### config.mk
export PLATFORM = sky130hd
export DESIGN_NAME = pc_watch_dump_flat
export DESIGN_NICKNAME = d
export VERILOG_FILES = /design/src/rtl/pc_watch_dump_if.sv /design/src/rtl/pc_watch_dump.sv /design/src/flat_wrapper.sv
export SDC_FILE = /design/constraint.sdc
export NUM_CORES = 1
export LEC_CHECK = 0
export ABC_CLOCK_PERIOD_IN_PS = 3300
export BUFFER_PORTS_ARGS = -buffer_cell sky130_fd_sc_hd__buf_4
export CELL_PAD_IN_SITES_DETAIL_PLACEMENT = 1
export CELL_PAD_IN_SITES_GLOBAL_PLACEMENT = 2
export CORE_UTILIZATION = 32
export DETAILED_ROUTE_END_ITERATION = 12
export GPL_TIMING_DRIVEN = 0
export PLACE_DENSITY = 0.85
export SYNTH_ARGS = -nofsm -noshare
export SYNTH_HDL_FRONTEND = slang
export SYNTH_SLANG_ARGS = --single-unit
### constraint.sdc
create_clock -name clk -period 3.3 [get_ports clk]
set_clock_uncertainty 0.2 [all_clocks]
set_input_delay 0.66 -clock clk [delete_from_list [all_inputs] [get_ports clk]]
set_output_delay 0.66 -clock clk [all_outputs]
set_load 0.1 [all_outputs]
### src/rtl/pc_watch_dump_if.sv
// Memory read port and dump stream bundle for pc_watch_dump.
// The master side is the watcher and the slave side is memory plus the dump sink.
interface pc_watch_dump_if #(
    parameter int ADDR_W = 32,
    parameter int DATA_W = 32
);
    logic              mem_rd;
    logic [ADDR_W-1:0] mem_addr;
    logic [DATA_W-1:0] mem_rdata;
    logic              dump_valid;
    logic              dump_ready;
    logic [DATA_W-1:0] dump_data;
    logic              dump_eol;

    modport master (
        output mem_rd, mem_addr,
        input  mem_rdata,
        output dump_valid, dump_data, dump_eol,
        input  dump_ready
    );

    modport slave (
        input  mem_rd, mem_addr,
        output mem_rdata,
        input  dump_valid, dump_data, dump_eol,
        output dump_ready
    );
endinterface

### src/rtl/pc_watch_dump.sv
// Watches the PC for end addresses or a cycle limit, then streams a memory window.
// The window is streamed one word at a time over a valid/ready channel.
module pc_watch_dump #(
    parameter int ADDR_W         = 32,
    parameter int DATA_W         = 32,
    parameter int NUM_WATCH      = 2,
    parameter int DUMP_BASE      = 12,
    parameter int DUMP_LEN       = 96,
    parameter int WORDS_PER_LINE = 16,
    parameter int TIMEOUT        = 0,
    localparam int HW = (NUM_WATCH > 1) ? $clog2(NUM_WATCH) : 1
) (
    input  logic                        clk,
    input  logic                        reset,
    input  logic                        arm,
    input  logic [ADDR_W-1:0]           pc,
    input  logic [NUM_WATCH*ADDR_W-1:0] watch_addr,
    input  logic [NUM_WATCH-1:0]        watch_en,
    pc_watch_dump_if.master             bus,
    output logic                        halt,
    output logic                        hit,
    output logic [HW-1:0]               hit_idx,
    output logic                        timeout,
    output logic [31:0]                 cycle_cnt,
    output logic [31:0]                 pc_chg_cnt
);
    typedef enum logic [2:0] {
        IDLE, RUN, READ, WAIT, SEND, DONE
    } state_t;

    localparam logic [31:0] BASE32  = 32'(DUMP_BASE);
    localparam logic [31:0] LAST32  = 32'(DUMP_LEN - 1);
    localparam logic [31:0] WPL32   = 32'(WORDS_PER_LINE);
    localparam logic [31:0] TO_LAST = 32'(TIMEOUT - 1);

    state_t              state, state_n;
    logic [ADDR_W-1:0]   pc_prev;
    logic [31:0]         idx;
    logic [DATA_W-1:0]   data_q;
    logic                match;
    logic [HW-1:0]       midx;
    logic                to_hit;
    logic                last;
    logic                eol;
    logic                rd;
    logic                vld;
    logic                start;

    // Scan from the top slot down so the lowest enabled match wins.
    always_comb begin
        match = 1'b0;
        midx  = '0;
        for (int k = NUM_WATCH - 1; k >= 0; k--) begin
            if (watch_en[k] && pc == watch_addr[k*ADDR_W +: ADDR_W]) begin
                match = 1'b1;
                midx  = HW'(k);
            end
        end
    end

    assign to_hit = (TIMEOUT != 0) && (cycle_cnt == TO_LAST) && !match;
    assign last   = (idx == LAST32);
    assign eol    = ((idx + 32'd1) % WPL32 == 32'd0) || last;
    assign start  = arm && (state == IDLE || state == DONE);

    always_comb begin
        state_n = state;
        rd      = 1'b0;
        vld     = 1'b0;
        unique case (state)
            IDLE: if (arm) state_n = RUN;
            RUN:  if (match || to_hit) state_n = READ;
            READ: begin
                rd      = 1'b1;
                state_n = WAIT;
            end
            WAIT: state_n = SEND;
            SEND: begin
                vld = 1'b1;
                if (bus.dump_ready) state_n = last ? DONE : READ;
            end
            DONE: if (arm) state_n = RUN;
            default: state_n = IDLE;
        endcase
    end

    assign bus.mem_rd     = rd;
    assign bus.mem_addr   = rd ? ADDR_W'(BASE32 + idx) : '0;
    assign bus.dump_valid = vld;
    assign bus.dump_data  = data_q;
    assign bus.dump_eol   = vld & eol;
    assign halt           = (state == DONE);

    always_ff @(posedge clk or negedge reset) begin
        if (!reset) state <= IDLE;
        else        state <= state_n;
    end

    always_ff @(posedge clk or negedge reset) begin
        if (!reset) begin
            pc_prev    <= '0;
            idx        <= '0;
            data_q     <= '0;
            hit        <= 1'b0;
            hit_idx    <= '0;
            timeout    <= 1'b0;
            cycle_cnt  <= '0;
            pc_chg_cnt <= '0;
        end else begin
            pc_prev <= pc;
            if (start) begin
                idx        <= '0;
                hit        <= 1'b0;
                hit_idx    <= '0;
                timeout    <= 1'b0;
                cycle_cnt  <= '0;
                pc_chg_cnt <= '0;
            end
            if (state == RUN) begin
                if (cycle_cnt != '1) cycle_cnt <= cycle_cnt + 32'd1;
                if (pc != pc_prev && pc_chg_cnt != '1)
                    pc_chg_cnt <= pc_chg_cnt + 32'd1;
                if (match) begin
                    hit     <= 1'b1;
                    hit_idx <= midx;
                end else if (to_hit) begin
                    timeout <= 1'b1;
                end
            end
            if (state == WAIT) data_q <= bus.mem_rdata;
            if (state == SEND && bus.dump_ready && !last) idx <= idx + 32'd1;
        end
    end
endmodule

### src/flat_wrapper.sv
// flat-port wrapper written by rule: the top's interface ports become plain ports
module pc_watch_dump_flat 
#(
    parameter int ADDR_W         = 32,
    parameter int DATA_W         = 32,
    parameter int NUM_WATCH      = 2,
    parameter int DUMP_BASE      = 12,
    parameter int DUMP_LEN       = 96,
    parameter int WORDS_PER_LINE = 16,
    parameter int TIMEOUT        = 0,
    localparam int HW = (NUM_WATCH > 1) ? $clog2(NUM_WATCH) : 1
)
  (clk, reset, arm, pc, watch_addr, watch_en, halt, hit, hit_idx, timeout, cycle_cnt, pc_chg_cnt, bus_mem_rd, bus_mem_addr, bus_mem_rdata, bus_dump_valid, bus_dump_data, bus_dump_eol, bus_dump_ready);
  pc_watch_dump_if #(.ADDR_W(ADDR_W), .DATA_W(DATA_W)) bus_i ();
  input  logic clk;
  input  logic reset;
  input  logic arm;
  input  logic [ADDR_W-1:0] pc;
  input  logic [NUM_WATCH*ADDR_W-1:0] watch_addr;
  input  logic [NUM_WATCH-1:0] watch_en;
  output logic halt;
  output logic hit;
  output logic [HW-1:0] hit_idx;
  output logic timeout;
  output logic [31:0] cycle_cnt;
  output logic [31:0] pc_chg_cnt;
  output wire logic [$bits(bus_i.mem_rd)-1:0] bus_mem_rd;
  output wire logic [$bits(bus_i.mem_addr)-1:0] bus_mem_addr;
  input wire logic [$bits(bus_i.mem_rdata)-1:0] bus_mem_rdata;
  output wire logic [$bits(bus_i.dump_valid)-1:0] bus_dump_valid;
  output wire logic [$bits(bus_i.dump_data)-1:0] bus_dump_data;
  output wire logic [$bits(bus_i.dump_eol)-1:0] bus_dump_eol;
  input wire logic [$bits(bus_i.dump_ready)-1:0] bus_dump_ready;
  assign bus_mem_rd = bus_i.mem_rd;
  assign bus_mem_addr = bus_i.mem_addr;
  assign bus_i.mem_rdata = bus_mem_rdata;
  assign bus_dump_valid = bus_i.dump_valid;
  assign bus_dump_data = bus_i.dump_data;
  assign bus_dump_eol = bus_i.dump_eol;
  assign bus_i.dump_ready = bus_dump_ready;
  pc_watch_dump #(.ADDR_W(ADDR_W), .DATA_W(DATA_W), .NUM_WATCH(NUM_WATCH), .DUMP_BASE(DUMP_BASE), .DUMP_LEN(DUMP_LEN), .WORDS_PER_LINE(WORDS_PER_LINE), .TIMEOUT(TIMEOUT)) u_core (.clk(clk), .reset(reset), .arm(arm), .pc(pc), .watch_addr(watch_addr), .watch_en(watch_en), .bus(bus_i), .halt(halt), .hit(hit), .hit_idx(hit_idx), .timeout(timeout), .cycle_cnt(cycle_cnt), .pc_chg_cnt(pc_chg_cnt));
endmodule
==> impl_metrics.csv, run 1 <==
group,metric,value,unit
power_and_ir_drop,finalPower,6.54,mW
synthesis,yosys_register_bits,165,
power_and_ir_drop,power_density,497,mW/mm²
hold_path,hold_path_class,"in2async",
cts,clkLatencyLatePin,0.43,ns
timing,rsz0062_at_grt,"true",
cts,cts.sinks,165,
synthesis,synth_cell_types,60,
die,die_h,172,µm
setup_path,arrival,2.39,ns
detailed_routing,drc,0,
layout,num_antenna_cells,0,
status,outcome,"finished with violations",
detailed_routing,drt_pass1_iterations,4,
global_routing,grt_max_degree,93,
timing,finalSetupViolCount,0,
synthesis,yosysWarningCount,0,
detailed_routing,via_per_inst,5.28,
cts,cts_buffers,17,
layout,fill_cells,3240,
placement,dpl_cell_area,0.0119,mm²
cts,clock_path_buffers,2,
status,violations,"hold timing",
layout,finish.instance_area,0.0132,mm²
die,coreArea,0.0286,mm²
power_and_ir_drop,p_leak,5.67,nW
cts,cts_tree,"done",
setup_path,reg2reg_depth,6,
timing,period_minus_slack,3.25,ns
cts,clkSlewWorstSetupHoldPaths,0.08,ns
detailed_routing,wl_per_cell,19.7,µm
global_routing,antenna_found_initial,0,
placement,placedCellCount,1618,
setup_path,critPathKind,"reg2out",
timing,tightestPinTransition,0.804,ns
layout,syn_to_final_growth,41.7,%
timing,hold_viol_final,5,
setup_path,path_max_fanout,10,
die,rows,62,
detailed_routing,wirelength,32800,µm
synthesis,ys.flop_type,"dfrtp_1",
power_and_ir_drop,ir_worst_vdd,0.000271,V
layout,layout_common_cells,"buf_4 (281), dfrtp_1 (159), nand2_1 (82)",
synthesis,seq_area_frac_synth,0.444,
run,maxCapViolations,0,
die,fp.dieArea,0.0297,mm²
setup_path,worstSetupStartpointType,"register",
synthesis,postSynthAreaPerCell,9.62,µm²
global_routing,gr-usage-all-layers,0.225,
timing,drv_slew,0,
global_routing,grt_pass1_vias,9161,
detailed_routing,vias,8806,
placement,io_buffer_count,267,
synthesis,syn-cell-area,0.00929,mm²
layout,nNetsFinal,1411,
cts,cts_root_buf,"clkbuf_16",
synthesis,synth.net_count,1105,
layout,finalNonFillerCells,1669,
cts,htreeDepth,4,
die,pin_count,269,
timing,setup_tns,0,ns
placement,dp_hpwl,24300,µm
layout,drive_gt1_frac,0.360,
global_routing,grt_pass1_wl,51000,µm
die,initial_core_util,0.325,
timing,maxSlewHeadroom,0.464,
timing,timing.final.crit_share,0.986,
detailed_routing,ant_nets,0,
setup_path,cp-end-kind,"output pin",
setup_path,cp.required,2.44,ns
timing,timing.hold.ws,-0.0400,ns
die,die_w,172,µm
synthesis,synthCells,966,
timing,fmax,307,MHz
global_routing,grt-ovfl-total,0,
placement,place_congestion,0.812,
layout,final_common_cell,"buf_4",
synthesis,ys_async_sr_fraction,1.00,
synthesis,synth_edf_count,0,
detailed_routing,drt_iter0_drc,362,
==> repair_timing <==
item	in CTS	in global routing
hold buffers	0	0
setup endpoints to repair	25	26
buffers inserted	10	16
pin swaps	10	13
endpoints found under the hold margin	0	0
resized for setup	77	37
==> final timing paths <==
check / start / end / slack (ns)
worst max-delay path: u_core.idx[12] / bus_mem_addr[15] / 0.05
worst min-delay path: reset / u_core.idx[22] / -0.04
worst max register to register: u_core.state[0] / u_core.pc_chg_cnt[25] / 0.18
worst min register to register: u_core.hit / u_core.hit / 0.29
max in group asynchronous: reset / u_core.state[0] / 2.03
min in group clk: pc[23] / u_core.pc_prev[23] / 0.19
==> stage by stage <==
step                utilization  setup WS, ns  hold WS (ns)
floorplan                     -        -0.380         0.164
global placement          0.416        -0.551         0.271
detailed placement        0.417        -0.549         0.280
CTS                       0.452       -0.0518        0.0151
global route              0.460       -0.0451        0.0172
finish                    0.460        0.0454       -0.0400
==> cells by family (layout without fill, tap and decap cells) <==
kind of cell	after synthesis	after routing	share of synthesized area
AOI/OAI and AO/OA	141	141	0.106
xor gates and xnor gates	131	131	0.123
adders and majority gates	5	5	0.00673
buffers and inverters	77	396	0.0361
DFF	165	165	0.444
muxes	53	53	0.0615
other	1	1	0.000404
and+or+nand+nor	393	393	0.222
==> Yosys cell counts, types with 2 or more instances <==
| cell | count | area [µm²] |
|---|---|---|
| xnor2_1 | 74 | 648 |
| o311ai_0 | 3 | 26.3 |
| buf_6 | 2 | 22.5 |
| o21ai_1 | 2 | 10.0 |
| nor3b_1 | 4 | 30.0 |
| and2_1 | 3 | 18.8 |
| buf_2 | 19 | 95.1 |
| o31ai_1 | 18 | 135 |
| nand2_1 | 85 | 319 |
| or3_1 | 15 | 93.8 |
| a21oi_1 | 9 | 45.0 |
| a21o_1 | 2 | 15.0 |
| nor4_1 | 29 | 181 |
| a41oi_1 | 2 | 17.5 |
| o211ai_1 | 21 | 158 |
| nor2_1 | 70 | 263 |
| nor3_1 | 39 | 195 |
| dfrtp_1 | 165 | 4130 |
| xor2_1 | 57 | 499 |
| nor4b_1 | 4 | 35.0 |
| nand3b_1 | 2 | 15.0 |
| mux2_2 | 33 | 372 |
| nand2b_1 | 3 | 18.8 |
| a211oi_1 | 3 | 22.5 |
| buf_4 | 2 | 15.0 |
| ha_1 | 5 | 62.6 |
| mux2i_1 | 20 | 200 |
| and3_1 | 19 | 119 |
| o41ai_1 | 2 | 17.5 |
| and4_1 | 5 | 43.8 |
| nor2b_1 | 4 | 25.0 |
| inv_1 | 23 | 86.3 |
| nand4_1 | 42 | 263 |
| nand3_1 | 51 | 255 |
| a31oi_1 | 8 | 50.1 |
| o221ai_1 | 5 | 43.8 |
| o21ai_0 | 44 | 220 |
| or4_1 | 6 | 45.0 |
| clkbuf_1 | 31 | 116 |
| a221o_1 | 15 | 150 |
==> worst max-delay path, cell delays in order (launching register included) <==
cell and delay, ns:
dfrtp_1 0.34, clkbuf_4 0.20, and4_4 0.27, o2111ai_4 0.16, buf_6 0.19, or3_1 0.37
a21oi_2 0.22, buf_12 0.20
==> metal layers <==
layer,vias to the layer above,global-route usage,wire [µm]
met5,-,0,0
met4,0,0.0550,515
met3,29,0.0533,1760
met2,223,0.377,16100
met1,4453,0.290,14400
li1,4101,-,-
==> area by class of cell <==
| type | count | area [µm²] | share of cell area |
|---|---|---|---|
| clock buffer | 18 | 429 | 0.0326 |
| inverter | 23 | 86.3 | 0.00656 |
| clock inverter | 14 | 193 | 0.0146 |
| multi-input combinational | 724 | 5170 | 0.393 |
| tap | 384 | 480 | 0.0365 |
| sequential | 165 | 4140 | 0.314 |
| buffer | 47 | 287 | 0.0218 |
| timing repair buffer | 294 | 2380 | 0.181 |
==> state kept, by name, summed over array words and instances, names as in the netlist <==
register and count:
u_core.bus.dump_data 32, u_core.cycle_cnt 32, u_core.hit 1, u_core.hit_idx 1
u_core.idx 32, u_core.pc_chg_cnt 32, u_core.pc_prev 32, u_core.state 3
==> power breakdown <==
part           switching (mW)  internal [mW]
sequential              0.231           2.19
combinational            1.45          0.503
clock                   0.948           1.22
total                    2.63           3.91
(Power assumes the default switching activity.)
==> inputs of run 2 (changes only) <==
Settings changed: CTS_BUF_LIST set to sky130_fd_sc_hd__clkbuf_2, HOLD_SLACK_MARGIN set to 0.03.
==> run 2 against run 1 <==
Against the previous run:
- the flow finishes with violations (setup timing)
- via count grew 6.7%
- final cell count up 6.7%
- total power down 12%
- count of clock-buffer cells in the layout did not move
- clock power down 39%
==> impl_metrics.csv, run 2 (same netlist as run 1, synthesis figures left out) <==
group,metric,value,unit
status,outcome,"finished with violations",
status,violations,"setup timing",
cts,cts_tree,"done",
global_routing,gr-usage-all-layers,0.247,
setup_path,worst-path-buf-inv,3,
timing,tightestPinTransition,0.799,ns
layout,nNetsFinal,1521,
placement,io_buffer_count,267,
power_and_ir_drop,p_leak,6.21,nW
run,maxCapViolations,0,
timing,finalSetupViolCount,24,
power_and_ir_drop,power_density,401,mW/mm²
timing,timing.final.crit_share,1.10,
global_routing,grt-ovfl-total,0,
setup_path,path_cells,"buf_6 -> and3_4 -> nand4_4 -> buf_12 -> nor4_4 -> nand3_2 -> xor2_2 -> nor2_4 -> buf_12",
die,rows,62,
cts,clkLatencyLatePin,0.76,ns
cts,clkSlewWorstSetupHoldPaths,0.31,ns
die,die_h,172,µm
timing,hold_viol_final,0,
placement,dp_slack,-0.549,ns
layout,finalNonFillerCells,1780,
timing,period_minus_slack,3.64,ns
setup_path,critPathKind,"reg2out",
global_routing,antenna_found_initial,1,
die,die_w,172,µm
timing,drv_slew,0,
setup_path,crit_top_cell,"buf_12",
die,initial_core_util,0.325,
timing,maxSlewHeadroom,0.467,
setup_path,slowest_delay,0.41,ns
setup_path,worstSetupStartpointType,"register",
layout,final_common_cell,"buf_4",
cts,clock_path_buffers,2,
cts,cts_buffers,17,
layout,syn_to_final_growth,54.9,%
timing,setup_tns,-4.37,ns
timing,setup_ws,-0.336,ns
placement,dp_hpwl,24300,µm
cts,htreeDepth,4,
power_and_ir_drop,finalPower,5.77,mW
global_routing,grt_pass1_wl,56200,µm
detailed_routing,drc,0,
detailed_routing,drt_pass1_iterations,6,
detailed_routing,ant_nets,0,
global_routing,grt_pass1_vias,10035,
setup_path,cp-end-kind,"output pin",
layout,final_core_util,0.503,
layout,finish.instance_area,0.0144,mm²
detailed_routing,drt_iter0_drc,363,
setup_path,arrival,2.78,ns
layout,drive_gt1_frac,0.391,
cts,cts_root_buf,"clkbuf_2",
detailed_routing,wl_per_cell,20.7,µm
placement,place_congestion,0.812,
global_routing,grt_max_degree,93,
die,coreArea,0.0286,mm²
setup_path,critPathSlowestCell,"dfrtp_1",
timing,rsz0062_at_grt,"true",
timing,timing.hold.ws,0.165,ns
layout,layout_common_cells,"buf_4 (294), dfrtp_1 (153), nand2_1 (78)",
timing,fmax,275,MHz
detailed_routing,via_per_inst,5.28,
die,fp.dieArea,0.0297,mm²
hold_path,hold_path_class,"in2reg",
setup_path,cp.required,2.44,ns
placement,placedCellCount,1618,
die,pin_count,269,
setup_path,path_max_fanout,8,
placement,dpl_cell_area,0.0119,mm²
power_and_ir_drop,ir_worst_vdd,0.000280,V
detailed_routing,vias,9397,
cts,cts.sinks,165,
detailed_routing,wirelength,36800,µm
setup_path,cpLargestDelayFamily,"simple AND/OR/NAND/NOR gates",
run 2: area by class of cell:
type | count | area (µm²)
clock buffer | 18 | 90.1
antenna | 1 | 2.50
inverter | 23 | 91.3
sequential | 165 | 4140
clock inverter | 14 | 193
timing repair buffer | 403 | 3620
tap | 384 | 480
fill | 3128 | 14200
buffer | 48 | 345
multi-input combinational | 724 | 5430
run 2: layer usage:
metal / GRT usage / share of wire / vias up
li1: - / - / 4327
met1: 0.310 / 0.42 / 4766
met2: 0.426 / 0.51 / 257
met3: 0.0501 / 0.047 / 47
met4: 0.0735 / 0.022 / 0
met5: 0 / 0 / -
run 2: worst paths after layout:
path                                      start                   end  slack, ns  depth (start not counted)
min in group asynchronous                 reset        u_core.idx[22]       0.17                          2
setup / recovery                 u_core.idx[16]      bus_mem_addr[31]      -0.34                          9
setup reg to reg                  u_core.idx[5]         u_core.idx[4]       0.29                         10
hold reg to reg            u_core.cycle_cnt[21]  u_core.cycle_cnt[21]       0.33                          1
max in group asynchronous                 reset        u_core.hit_idx       1.77                          3
hold / removal                   bus_dump_ready       u_core.state[0]       0.16                          5
run 2: worst min-delay path, cell delays in order:
cell	delay, ns
buf_4	0.12
inv_1	0.06
o31ai_1	0.07
o31ai_1	0.09
a211oi_1	0.08
run 2: timing repair:
item / CTS / global route
resized for setup: 194 / 53
buffers inserted: 50 / 21
hold endpoints to repair: 138 / 0
gates cloned: 1 / 0
setup endpoints to repair: 31 / 31
pin swaps: 38 / 35
hold buffers: 66 / 0
run 2: report_power, final:
part           switching, mW  internal (mW)  total (mW)
sequential             0.233           2.19        2.42
combinational           1.47          0.554        2.03
clock                  0.866          0.456        1.32
